===== config.mk =====
export PLATFORM = sky130hd
export DESIGN_NAME = weight_fetch_ctrl
export DESIGN_NICKNAME = d
export VERILOG_FILES = /design/src/rtl/weight_ctrl_pkg.sv /design/src/rtl/weight_skid_fifo.sv /design/src/rtl/weight_fetch_ctrl.sv
export SDC_FILE = /design/constraint.sdc
export NUM_CORES = 1
export LEC_CHECK = 0
export ABC_AREA = 1
export CAP_MARGIN = 25
export CORE_MARGIN = 10
export CORE_UTILIZATION = 50
export DETAILED_ROUTE_END_ITERATION = 7
export GPL_ROUTABILITY_DRIVEN = 0
export PLACE_DENSITY = 0.78
export SLEW_MARGIN = 20
export SYNTH_ARGS = -nofsm -noshare
export SYNTH_HDL_FRONTEND = slang
export SYNTH_SLANG_ARGS = --single-unit

===== constraint.sdc =====
create_clock -name clk_i -period 3.5 [get_ports clk_i]
set_input_delay 0.525 -clock clk_i [delete_from_list [all_inputs] [get_ports clk_i]]
set_output_delay 0.525 -clock clk_i [all_outputs]
set_load 0.02 [all_outputs]

===== src/rtl/weight_ctrl_pkg.sv =====
`default_nettype none
// ============================================================================
// Module   : weight_ctrl_pkg
// Brief    : Shared state encoding and default sizing for the weight fetch
//            controller and its output FIFO.
// Revision : 1.0 - initial release
// ============================================================================
package weight_ctrl_pkg;

  localparam int unsigned c_DEF_DEPTH = 28;
  localparam int unsigned c_DEF_WIDTH = 16;
  localparam int unsigned c_DEF_AW    = 5;

  typedef enum logic [1:0] {
    ST_IDLE  = 2'd0,
    ST_LOAD  = 2'd1,
    ST_FETCH = 2'd2,
    ST_DRAIN = 2'd3
  } wfc_state_e;

endpackage
`default_nettype wire


===== src/rtl/weight_skid_fifo.sv =====
`default_nettype none
// ============================================================================
// Module   : weight_skid_fifo
// Brief    : Two-entry FIFO holding BRAM read data together with the address
//            it was read from. Head is presented combinationally and stays
//            put until popped.
// Revision : 1.0 - initial release
// ============================================================================
module weight_skid_fifo
  import weight_ctrl_pkg::*;
#(
  parameter int WIDTH = c_DEF_WIDTH,
  parameter int AW    = c_DEF_AW
) (
  input  logic             clk_i,
  input  logic             rst_ni,
  input  logic             push_i,
  input  logic [WIDTH-1:0] data_i,
  input  logic [AW-1:0]    idx_i,
  input  logic             pop_i,
  output logic             valid_o,
  output logic [WIDTH-1:0] data_o,
  output logic [AW-1:0]    idx_o,
  output logic [1:0]       count_o
);

  logic [WIDTH-1:0] data_q [2];
  logic [AW-1:0]    idx_q  [2];
  logic             wr_ptr_q;
  logic             rd_ptr_q;
  logic [1:0]       count_q;

  logic pop_ok;
  logic push_ok;

  // A pop only counts when something is there; a push into a full FIFO is
  // accepted only when the head leaves in the same cycle.
  assign pop_ok  = pop_i && (count_q != 2'd0);
  assign push_ok = push_i && ((count_q != 2'd2) || pop_ok);

  // Storage, pointers and occupancy
  always_ff @(posedge clk_i or negedge rst_ni) begin
    if (!rst_ni) begin
      data_q[0] <= '0;
      data_q[1] <= '0;
      idx_q[0]  <= '0;
      idx_q[1]  <= '0;
      wr_ptr_q  <= 1'b0;
      rd_ptr_q  <= 1'b0;
      count_q   <= 2'd0;
    end else begin
      if (push_ok) begin
        data_q[wr_ptr_q] <= data_i;
        idx_q[wr_ptr_q]  <= idx_i;
        wr_ptr_q         <= ~wr_ptr_q;
      end
      if (pop_ok) begin
        rd_ptr_q <= ~rd_ptr_q;
      end
      count_q <= count_q + {1'b0, push_ok} - {1'b0, pop_ok};
    end
  end

  assign valid_o = (count_q != 2'd0);
  assign data_o  = data_q[rd_ptr_q];
  assign idx_o   = idx_q[rd_ptr_q];
  assign count_o = count_q;

endmodule
`default_nettype wire


===== src/rtl/weight_fetch_ctrl.sv =====
`default_nettype none
// ============================================================================
// Module   : weight_fetch_ctrl
// Brief    : Loads weight words from a host stream into a single-port BRAM and
//            later streams them out in address order to the MAC, using a
//            two-credit read scheme so the output FIFO never overflows.
// Revision : 1.0 - initial release
// ============================================================================
module weight_fetch_ctrl
  import weight_ctrl_pkg::*;
#(
  parameter int DEPTH = c_DEF_DEPTH,
  parameter int WIDTH = c_DEF_WIDTH,
  parameter int AW    = c_DEF_AW
) (
  input  logic             clk_i,
  input  logic             rst_ni,
  input  logic             start_i,
  output logic             busy_o,
  output logic             done_o,
  input  logic             load_valid_i,
  output logic             load_ready_o,
  input  logic [WIDTH-1:0] load_data_i,
  output logic             load_done_o,
  output logic             w_valid_o,
  input  logic             w_ready_i,
  output logic [WIDTH-1:0] w_data_o,
  output logic [AW-1:0]    w_idx_o,
  output logic [AW-1:0]    bram_addr_o,
  output logic [WIDTH-1:0] bram_di_o,
  output logic             bram_en_o,
  output logic             bram_we_o,
  input  logic [WIDTH-1:0] bram_do_i
);

  localparam logic [AW-1:0] c_LAST = AW'(DEPTH - 1);

  wfc_state_e       state_q;
  logic [1:0]       sync_q;
  logic [AW-1:0]    cnt_q;
  logic             last_q;
  logic             done_q;
  logic             load_ready_q;
  logic             load_done_q;
  logic             bram_en_q;
  logic             bram_we_q;
  logic [AW-1:0]    bram_addr_q;
  logic [WIDTH-1:0] bram_di_q;

  logic             run;
  logic             rd_inflight;
  logic             w_pop;
  logic             fifo_valid;
  logic [WIDTH-1:0] fifo_data;
  logic [AW-1:0]    fifo_idx;
  logic [1:0]       fifo_cnt;
  logic [2:0]       occ_d;
  logic             issue_ok;

  // Address counter that sticks at the last word instead of wrapping
  function automatic logic [AW-1:0] sat_inc(input logic [AW-1:0] a);
    return (a == c_LAST) ? a : a + AW'(1);
  endfunction

  // Reset release is re-timed through two flops; the FSM stays put until
  // the second one is set, so a late-arriving deassertion cannot split state.
  always_ff @(posedge clk_i or negedge rst_ni) begin
    if (!rst_ni) begin
      sync_q <= 2'b00;
    end else begin
      sync_q <= {sync_q[0], 1'b1};
    end
  end

  assign run         = sync_q[1];
  assign rd_inflight = bram_en_q && !bram_we_q;
  assign w_pop       = fifo_valid && w_ready_i;

  // Occupancy the FIFO will have after this edge: the outstanding read lands
  // and the head may leave. A new read is issued only if it still fits.
  assign occ_d    = {1'b0, fifo_cnt} + {2'b00, rd_inflight} - {2'b00, w_pop};
  assign issue_ok = (occ_d < 3'd2);

  // Control FSM: host load sequencing, credit-limited reads and completion
  always_ff @(posedge clk_i or negedge rst_ni) begin
    if (!rst_ni) begin
      state_q      <= ST_IDLE;
      cnt_q        <= '0;
      last_q       <= 1'b0;
      done_q       <= 1'b0;
      load_ready_q <= 1'b0;
      load_done_q  <= 1'b0;
      bram_en_q    <= 1'b0;
      bram_we_q    <= 1'b0;
      bram_addr_q  <= '0;
      bram_di_q    <= '0;
    end else begin
      done_q      <= 1'b0;
      load_done_q <= 1'b0;
      bram_en_q   <= 1'b0;
      bram_we_q   <= 1'b0;
      case (state_q)
        ST_IDLE: begin
          if (run) begin
            if (start_i) begin
              state_q <= ST_FETCH;
              cnt_q   <= '0;
              last_q  <= 1'b0;
            end else if (load_valid_i) begin
              state_q      <= ST_LOAD;
              cnt_q        <= '0;
              load_ready_q <= 1'b1;
            end
          end
        end
        ST_LOAD: begin
          if (!load_ready_q) begin
            // Final write is on the BRAM port this cycle; wrap up after it.
            state_q     <= ST_IDLE;
            load_done_q <= 1'b1;
          end else if (load_valid_i) begin
            bram_en_q   <= 1'b1;
            bram_we_q   <= 1'b1;
            bram_addr_q <= cnt_q;
            bram_di_q   <= load_data_i;
            cnt_q       <= sat_inc(cnt_q);
            if (cnt_q == c_LAST) begin
              load_ready_q <= 1'b0;
            end
          end
        end
        ST_FETCH: begin
          if (last_q) begin
            state_q <= ST_DRAIN;
          end else if (issue_ok) begin
            bram_en_q   <= 1'b1;
            bram_addr_q <= cnt_q;
            cnt_q       <= sat_inc(cnt_q);
            last_q      <= (cnt_q == c_LAST);
          end
        end
        ST_DRAIN: begin
          if (w_pop && (fifo_idx == c_LAST)) begin
            state_q <= ST_IDLE;
            done_q  <= 1'b1;
          end
        end
        default: begin
          state_q <= ST_IDLE;
        end
      endcase
    end
  end

  weight_skid_fifo #(
    .WIDTH (WIDTH),
    .AW    (AW)
  ) u_fifo (
    .clk_i   (clk_i),
    .rst_ni  (rst_ni),
    .push_i  (rd_inflight),
    .data_i  (bram_do_i),
    .idx_i   (bram_addr_q),
    .pop_i   (w_pop),
    .valid_o (fifo_valid),
    .data_o  (fifo_data),
    .idx_o   (fifo_idx),
    .count_o (fifo_cnt)
  );

  assign busy_o       = (state_q != ST_IDLE);
  assign done_o       = done_q;
  assign load_ready_o = load_ready_q;
  assign load_done_o  = load_done_q;
  assign w_valid_o    = fifo_valid;
  assign w_data_o     = fifo_data;
  assign w_idx_o      = fifo_idx;
  assign bram_addr_o  = bram_addr_q;
  assign bram_di_o    = bram_di_q;
  assign bram_en_o    = bram_en_q;
  assign bram_we_o    = bram_we_q;

endmodule
`default_nettype wire


==> flow_summary.toml, run 1 <==
[status]
status = "completed"

[routing]
ant_nets = 0
vias = 3139
dr.pass1.iters = 4
wl_um = 8610
wl_per_cell_um = 13.2
drt_iter0_drc = 117
route.detailed.drc = 0
vias_per_cell = 4.81

[placement]
place_area_um2 = 4850
portBuffers = 85
place_ws_ns = 0.461
dp_hpwl_um = 5990
place_inst = 639

[logic_synthesis]
synth_cell_type_count = 31
postSynthAreaPerCell_um2 = 8.62
yosys_warnings = 0
netlist_area_um2 = 4010
ys_ff_latch = 82
ys_seq_area_share_pct = 51.2
syn-instance-count = 465
syn_nets = 511

[timing]
layout_setup_ws_ns = 0.782
maxSlewHeadroom_pct = 52.2
finalSetupViolCount = 0
fmax_mhz = 368
setup_tns_ns = 0
min_period_ns = 2.72
fin_crit_sh_pct = 77.7
hold_violations = 0
worstMarginPinSlew_ns = 0.717
whs_ns = 0.198
clock_skew_ns = 0.00995
rsz0062_at_grt = "no"
maxSlewViolCount = 0

[flow_run]
max_cap_violations = 0

[grt]
grt_first_pass_wirelength_um = 14100
grt_max_degree = 83
grt_pass1_vias = 3045
antenna_found_initial = 0
grt_usage_pct = 14.6
grt_remaining_overflow = 0

[clocking]
cts_tree = "done"
htreeDepth = 3
numCtsBuffers = 9
cts_hold_buf = 0
cts_resized = 0
clk_latency_ns = 0.35
cts_root_buf = "clkbuf_8"
cts_setup_buffers = 0
clkTransAtPathRegs_ns = 0.08
clk_path_buf_depth = 2
cts_sinks = 82

[setup_path]
crit_family = "simple AND/OR/NAND/NOR gates"
cp_slowest_cell = "fa_1"
crit_arrival_ns = 2.96
required_ns = 3.74
critPathMaxStageDelay_ns = 0.46
r2r_cells = 13
r2r_slack_ns = 0.82
crit_path_end_kind = "flip-flop"
cpMostUsedCell = "nand2_1"
path_cells = "clkdlybuf4s50_1, o21ai_2, inv_1, ha_1, nor3_1, fa_1, inv_1, nand2_1, nor2_2, nor2_1, nor2_2, nand2_2, nand2_1, nand2_1"
path_class = "in2reg"
cp.buffers_inverters = 3
path_max_fanout = 6
worst_r2r_endpoint = "cnt_q[3]"
cp-start-kind = "primary input"
r2r_start = "u_fifo.count_o[1]"

[final_layout]
final_common_cell = "nand2_1"
seq_area_um2 = 2050
antenna_cells = 0
fin_nets = 594
drive_gt1_share_pct = 13.2
final_core_util_pct = 65.8
fillers = 656
stdcell_count = 653
final_cell_mix = "nand2_1, clkdlybuf4s50_1, dfrtp_1"
syn2layout_area_growth_pct = 27.5
post-route-cell-area_um2 = 5110
multiInputGateArea_um2 = 1590

[floorplan]
die_y_um = 110
die-area_um2 = 12000
die_x_um = 110
core_area_um2 = 7770
initial_core_util_pct = 51.6
rows = 32
pin_count = 86

[pwr]
peakVddDrop_v = 0.000439
p_leak_nw = 2.58
powerDensity_nw_per_um2 = 892
p_total_mw = 4.56

[min_path]
hp-class = "in2async"
cells by family after synthesis:
logic type	Yosys count	share of synthesized area, %
AND/OR/NAND/NOR	240	24.5
buffers and inverters	73	9.03
flip-flops	82	51.2
XOR/XNOR	3	0.656
AO/OA/AOI/OAI	57	11.5
other	1	0.0936
adder cells (fa/ha/maj)	9	3.00
worst register-to-register path, stage by stage, from the launching register on:
cell	delay [ns]
dfrtp_1	0.44
o21ai_2	0.23
inv_1	0.07
ha_1	0.29
nor3_1	0.25
fa_1	0.46
inv_1	0.07
nand2_1	0.06
nor2_2	0.13
nor2_1	0.08
nor2_2	0.25
nand2_2	0.13
nand2_1	0.08
nand2_1	0.05
worst max path at each step:
stage / slack (ns) / start / to / depth (start not counted)
floorplan: 1.13 / u_fifo.count_o[1] / cnt_q[3] / 13
global placement: 0.56 / w_ready_i / cnt_q[3] / 14
detailed placement: 0.46 / w_ready_i / cnt_q[3] / 14
CTS: 0.80 / w_ready_i / cnt_q[3] / 14
global route: 0.55 / u_fifo.count_o[1] / cnt_q[1] / 13
finish: 0.78 / w_ready_i / cnt_q[3] / 14
registers in the layout (all words and copies together), names as in the netlist:
| signal | count |
|---|---|
| u_fifo.data_q | 32 |
| bram_di_o | 16 |
| u_fifo.idx_q | 10 |
| bram_addr_o | 5 |
| cnt_q | 5 |
| state_q | 2 |
| sync_q | 2 |
| u_fifo.count_o | 2 |
| bram_en_o | 1 |
| bram_we_o | 1 |
| done_o | 1 |
| last_q | 1 |
| load_done_o | 1 |
| load_ready_o | 1 |
| u_fifo.rd_ptr_q | 1 |
| u_fifo.wr_ptr_q | 1 |
layer usage:
metal,track usage (%),vias to the layer above,wire (um)
li1,-,1587,-
met1,18.0,1460,3770
met2,22.8,81,3930
met3,5.97,11,799
met4,5.20,0,113
met5,0,-,0
cells in the mapped netlist:
master	number	share of area [%]
inv_1	54	5.1
o22ai_1	1	0.16
nand2_1	194	18
a2bb2oi_1	1	0.22
a21oi_1	7	0.87
inv_2	4	0.37
o21ai_2	42	9.2
conb_1	1	0.094
nand2_8	2	1.0
nand4_1	1	0.16
nor2_1	15	1.4
nand2_2	2	0.31
nor2_2	3	0.47
xor2_1	3	0.66
o21ai_0	3	0.37
buf_4	1	0.19
dfrtp_1	82	51
nor4_1	1	0.16
buf_8	3	1.1
fa_1	1	0.50
buf_6	6	1.7
nor3_1	1	0.12
inv_4	1	0.16
a21oi_4	1	0.41
nand3_1	18	2.2
o21ai_1	2	0.25
or2_2	2	0.31
ha_1	8	2.5
buf_2	2	0.25
nand3b_1	1	0.19
clkbuf_1	2	0.19
final cells by class:
type | count | area share [%]
multi-input cells | 310 | 31.2
clock inverters | 5 | 2.52
well taps | 102 | 2.50
flip-flops and latches | 82 | 40.2
clock buffers | 9 | 2.42
inverters | 59 | 4.38
repair buffers | 86 | 16.8
power by group:
| group | switching, mW | internal, mW |
|---|---|---|
| combinational | 1.29 | 0.899 |
| clock | 0.327 | 0.539 |
| sequential | 0.213 | 1.29 |
Power figures use the tool's default switching activity.
==> inputs of run 2 (changes only) <==
--- a/config.mk
+++ b/config.mk
@@ -8,10 +8,10 @@
 export ABC_AREA = 1
 export CAP_MARGIN = 25
 export CORE_MARGIN = 10
-export CORE_UTILIZATION = 50
+export CORE_UTILIZATION = 46
 export DETAILED_ROUTE_END_ITERATION = 7
 export GPL_ROUTABILITY_DRIVEN = 0
-export PLACE_DENSITY = 0.78
+export PLACE_DENSITY = 0.75
 export SLEW_MARGIN = 20
 export SYNTH_ARGS = -nofsm -noshare
 export SYNTH_HDL_FRONTEND = slang
==> constraint.sdc (replaced) <==
create_clock -name clk_i -period 2.5 [get_ports clk_i]
set_input_delay 0.375 -clock clk_i [delete_from_list [all_inputs] [get_ports clk_i]]
set_output_delay 0.375 -clock clk_i [all_outputs]
set_load 0.02 [all_outputs]
==> run 2 against run 1 <==
  * Clock power up 28%
  * Count of clock-buffer cells in the layout increased by 3
  * Die area increased by 7.1%
  * Setup slack worse by 0.61 ns
  * Worst hold slack got worse by 0.16 ns
  * Critical path type is now reg2reg
==> flow_summary.toml, run 2 (synthesis gave the netlist of run 1 again) <==
[grt]
grt_usage_pct = 14.4
grt_max_degree = 49
grt_remaining_overflow = 0
grt_pass1_vias = 3207
grt_first_pass_wirelength_um = 15500
antenna_found_initial = 0

[pwr]
p_leak_nw = 2.61
powerDensity_nw_per_um2 = 1240
p_sw_mw = 2.63
peakVddDrop_v = 0.000507
p_seq_share_pct = 32.9
p_total_mw = 6.43
switching_share_pct = 40.9
combPwrFrac_pct = 49.9
p_int_mw = 3.80
p_clk_share_pct = 17.2

[timing]
fin_crit_sh_pct = 93.0
maxSlewHeadroom_pct = 58.6
maxSlewViolCount = 0
clock_skew_ns = 0.00838
whs_ns = 0.0364
min_period_ns = 2.33
worstMarginPinSlew_ns = 0.620
finalSetupViolCount = 0
rsz0062_at_grt = "no"
fmax_mhz = 430
setup_tns_ns = 0
hold_violations = 0

[min_path]
hp-class = "in2async"

[clocking]
clkTransAtPathRegs_ns = 0.08
htreeDepth = 3
cts_root_buf = "clkbuf_8"
cts_tree = "done"
cts_hold_buf = 0
numCtsBuffers = 9
cts_sinks = 82
clk_path_buf_depth = 2
clk_latency_ns = 0.34

[setup_path]
cp.buffers_inverters = 3
critPathMaxStageDelay_ns = 0.46
cp_slowest_cell = "fa_1"
path_max_fanout = 5
path_class = "reg2reg"
cpMostUsedCell = "nor2_2"
required_ns = 2.78
crit_path_end_kind = "flip-flop"
crit_arrival_ns = 2.61
path_cells = "o21ai_2, inv_1, ha_4, nor3_2, fa_1, inv_1, nand2_1, nor2_2, nor2_2, nor2_2, buf_6, nand3b_1, nand2_1"
crit_family = "simple AND/OR/NAND/NOR gates"
r2r_slack_ns = 0.17
cp-start-kind = "flip-flop"

[floorplan]
rows = 33
die_x_um = 113
die_y_um = 113
core_area_um2 = 8340
die-area_um2 = 12800
initial_core_util_pct = 48.0
pin_count = 86

[final_layout]
antenna_cells = 0
final_common_cell = "nand2_1"
fin_nets = 601
top_register = "u_fifo.data_q"
stdcell_count = 665
final_cell_mix = "nand2_1, clkdlybuf4s50_1, dfrtp_1"
post-route-cell-area_um2 = 5190
drive_gt1_share_pct = 15.5
multiInputGateArea_um2 = 1620
fillers = 744
syn2layout_area_growth_pct = 29.5
largest_reg_flops = 32
seq_area_um2 = 2050

[routing]
wl_um = 9060
wl_per_cell_um = 13.6
dr.pass1.iters = 4
route.detailed.drc = 0
ant_nets = 0
vias = 3129
drt_iter0_drc = 135
vias_per_cell = 4.71

[placement]
portBuffers = 85
place_area_um2 = 4910
dp_hpwl_um = 6480
place_inst = 648

[flow_run]
max_cap_violations = 0

[status]
status = "completed"
[run 2: per-layer routing]
layer | GRT usage, % | share of wire, % | routed length (um) | up-vias
met2 | 22.6 | 48 | 4330 | 87
met4 | 3.05 | 0 | 0 | 0
met3 | 5.12 | 8.5 | 766 | 0
met5 | 0 | 0 | 0 | -
li1 | - | - | - | 1608
met1 | 18.5 | 44 | 3960 | 1434
[run 2: layout make-up]
| class | instances | share of cell area (%) |
|---|---|---|
| sequential | 82 | 39.6 |
| clock buffer | 12 | 3.18 |
| timing repair buffer | 93 | 17.8 |
| tap | 105 | 2.53 |
| clock inverter | 4 | 1.40 |
| multi-input combinational | 310 | 31.1 |
| inverter | 59 | 4.32 |
[run 2: worst reg2reg max path: cells and delay by family (launching register included)]
family | cells | cell delay, ns
AND/OR/NAND/NOR | 7 | 0.75
adder cells (fa/ha/maj) | 2 | 0.68
flip-flops | 1 | 0.44
buffers and inverters | 3 | 0.27
AO/OA/AOI/OAI | 1 | 0.13
[run 2: timing repair]
| action | CTS | global route |
|---|---|---|
| setup endpoints to repair | 0 | 10 |
| buffers inserted | 0 | 1 |
| resized for setup | 0 | 6 |
[run 2: through the flow]
stage	utilization, %	setup WS (ns)
CTS	61.8	0.0100
global placement	58.9	-0.133
finish	62.2	0.174
detailed placement	58.9	-0.239
global route	62.2	0.000860
floorplan	-	0.126
[run 2: power by group through the flow]
stage / registers [mW] / clock network, mW / logic, mW
global route: 2.18 / 1.20 / 3.56
detailed placement: 2.14 / 0 / 3.18
finish: 2.12 / 1.11 / 3.20
global placement: 2.11 / 0 / 3.11
CTS: 2.11 / 1.13 / 3.20
floorplan: 2.26 / 0 / 1.82
[run 2: worst paths after layout]
| path | from | to | cells after the start |
|---|---|---|---|
| worst max-delay path | u_fifo.count_o[1] | cnt_q[1] | 13 |
| worst min-delay path | rst_ni | u_fifo.data_q[24] | 1 |
| worst max register to register | u_fifo.count_o[1] | cnt_q[1] | 13 |
| worst min register to register | sync_q[0] | sync_q[1] | 0 |
| max in group asynchronous | rst_ni | u_fifo.count_o[1] | 2 |
| min in group clk_i | sync_q[0] | sync_q[1] | 0 |
==> inputs of run 3 (changes only) <==
--- a/config.mk
+++ b/config.mk
@@ -11,7 +11,9 @@
 export CORE_UTILIZATION = 46
 export DETAILED_ROUTE_END_ITERATION = 7
 export GPL_ROUTABILITY_DRIVEN = 0
+export HOLD_SLACK_MARGIN = 0.12
 export PLACE_DENSITY = 0.75
+export RECOVER_POWER = 100
 export SLEW_MARGIN = 20
 export SYNTH_ARGS = -nofsm -noshare
 export SYNTH_HDL_FRONTEND = slang
==> run 3 against run 2 <==
  * Critical path type unchanged
  * Register-to-register slack about the same
  * Power decreased by 4.2%
  * Via count fell by 0.16%
  * Sequential power about the same
  * Non-clock buffer count grew 1
  * Highest routed layer is now met4
  * Critical endpoint unchanged
  * First-iteration DRC count shrank 8.9%
  * Critical path depth stayed put
  * Largest power group unchanged
==> flow_summary.toml, run 3 (synthesis gave the netlist of run 1 again) <==
[final_layout]
fin_nets = 602
post-route-cell-area_um2 = 5010
largest_reg_flops = 32
syn2layout_area_growth_pct = 25.0
fillers = 793
final_core_util_pct = 60.0
final_cell_mix = "nand2_1, dfrtp_1, clkdlybuf4s50_1"
top_register = "u_fifo.data_q"
stdcell_count = 666
drive_gt1_share_pct = 7.66
final_common_cell = "nand2_1"
antenna_cells = 0

[pwr]
powerDensity_nw_per_um2 = 1230
p_leak_nw = 2.59
peakVddDrop_v = 0.000498
p_total_mw = 6.16
p_int_mw = 3.66
p_sw_mw = 2.50
switching_share_pct = 40.6
p_clk_share_pct = 17.9
combPwrFrac_pct = 47.9
p_seq_share_pct = 34.2

[grt]
grt_max_degree = 49
grt_first_pass_wirelength_um = 15500
grt_remaining_overflow = 0
grt_pass1_vias = 3207
grt_usage_pct = 14.4
antenna_found_initial = 0

[setup_path]
critPathMaxStageDelay_ns = 0.46
cp_slowest_cell = "fa_1"
path_class = "reg2reg"
cp-start-kind = "flip-flop"
required_ns = 2.78
crit_path_end_kind = "flip-flop"
path_max_fanout = 5
crit_arrival_ns = 2.60
path_cells = "o21ai_2, inv_1, ha_4, nor3_2, fa_1, inv_1, nand2_1, nor2_2, nor2_2, nor2_2, buf_6, nand3b_1, nand2_1"
r2r_cells = 13
cpMostUsedCell = "nor2_2"

[placement]
dp_hpwl_um = 6480
portBuffers = 85
place_area_um2 = 4910
place_inst = 648

[routing]
ant_nets = 0
route.detailed.drc = 0
drt_iter0_drc = 123
dr.pass1.iters = 4
vias = 3124
vias_per_cell = 4.69
wl_um = 9110
wl_per_cell_um = 13.7

[clocking]
numCtsBuffers = 9
cts_root_buf = "clkbuf_8"
clk_latency_ns = 0.34
cts_tree = "done"
clk_path_buf_depth = 2
cts_sinks = 82
clkTransAtPathRegs_ns = 0.08
htreeDepth = 3

[timing]
maxSlewHeadroom_pct = 19.5
setup_tns_ns = 0
min_period_ns = 2.32
fin_crit_sh_pct = 93.0
rsz0062_at_grt = "no"
hold_violations = 0
finalSetupViolCount = 0
maxSlewViolCount = 0
fmax_mhz = 430
worstMarginPinSlew_ns = 1.21
clock_skew_ns = 0.00820

[floorplan]
pin_count = 86
die_x_um = 113
die-area_um2 = 12800
rows = 33
core_area_um2 = 8340
initial_core_util_pct = 48.0
die_y_um = 113

[flow_run]
max_cap_violations = 0

[min_path]
hp-class = "reg2reg"
min_path_cells = 0

[status]
status = "completed"
run 3: cell count changes in the layout (fill, tap and decap cells not counted), sizes merged:
| cell | delta |
|---|---|
| buf | -2 |
| clkbuf | +2 |
| clkdlybuf4s50 | -27 |
| dlygate4sd3 | +28 |
run 3: worst max-delay path: cells and delay by family, from the launching register on:
kind | cells | cell delay, ns
AOI/OAI and AO/OA | 1 | 0.13
and+or+nand+nor | 7 | 0.74
adders and majority gates | 2 | 0.68
DFF | 1 | 0.44
buffers and inverters | 3 | 0.27
run 3: metrics by stage:
| step | setup slack (ns) | hold WS, ns |
|---|---|---|
| after floorplan | 0.126 | 0.0794 |
| after global placement | -0.133 | 0.345 |
| after detailed placement | -0.239 | 0.347 |
| after CTS | 0.0100 | 0.366 |
| after global routing | 0.00375 | 0.385 |
| final | 0.175 | 0.361 |
run 3: worst paths after layout:
kind / startpoint / to / slack [ns]
worst max-delay path: u_fifo.count_o[1] / cnt_q[1] / 0.18
worst min-delay path: sync_q[0] / sync_q[1] / 0.36
worst max register to register: u_fifo.count_o[1] / cnt_q[1] / 0.18
worst min register to register: sync_q[0] / sync_q[1] / 0.36
max in group asynchronous: rst_ni / u_fifo.count_o[1] / 0.89
min in group asynchronous: rst_ni / u_fifo.data_q[24] / 0.82
run 3: power groups by stage:
| stage | logic [mW] | clock network [mW] | registers [mW] |
|---|---|---|---|
| 6_report | 2.95 | 1.10 | 2.11 |
| 4_1_cts | 3.20 | 1.13 | 2.11 |
| 5_1_grt | 3.31 | 1.20 | 2.17 |
| 3_3_place_gp | 3.11 | 0 | 2.11 |
| 2_1_floorplan | 1.82 | 0 | 2.26 |
| 3_5_place_dp | 3.18 | 0 | 2.14 |
run 3: metal layers:
layer  GRT usage, %  part of all wire (%)  wire (um)
met5              0                     0          0
met4           3.05                  0.32         29
met3           5.12                   7.4        676
met2           22.6                    47       4290
met1           18.5                    45       4110
run 3: final cells by class:
type	count	area, um^2	area share, %
repair buffers	94	928	18.5
clock inverters	4	72.6	1.45
inverters	59	224	4.47
flip-flops and latches	82	2050	41.0
well taps	105	131	2.62
multi-input cells	310	1430	28.6
clock buffers	12	165	3.30
run 3: timing repair:
action                                  in CTS  in global routing
endpoints found under the hold margin       47                  0
resized for setup                            0                  6
setup buffers                                0                  1
endpoints found under the setup margin       0                 10
hold buffers                                 1                  0
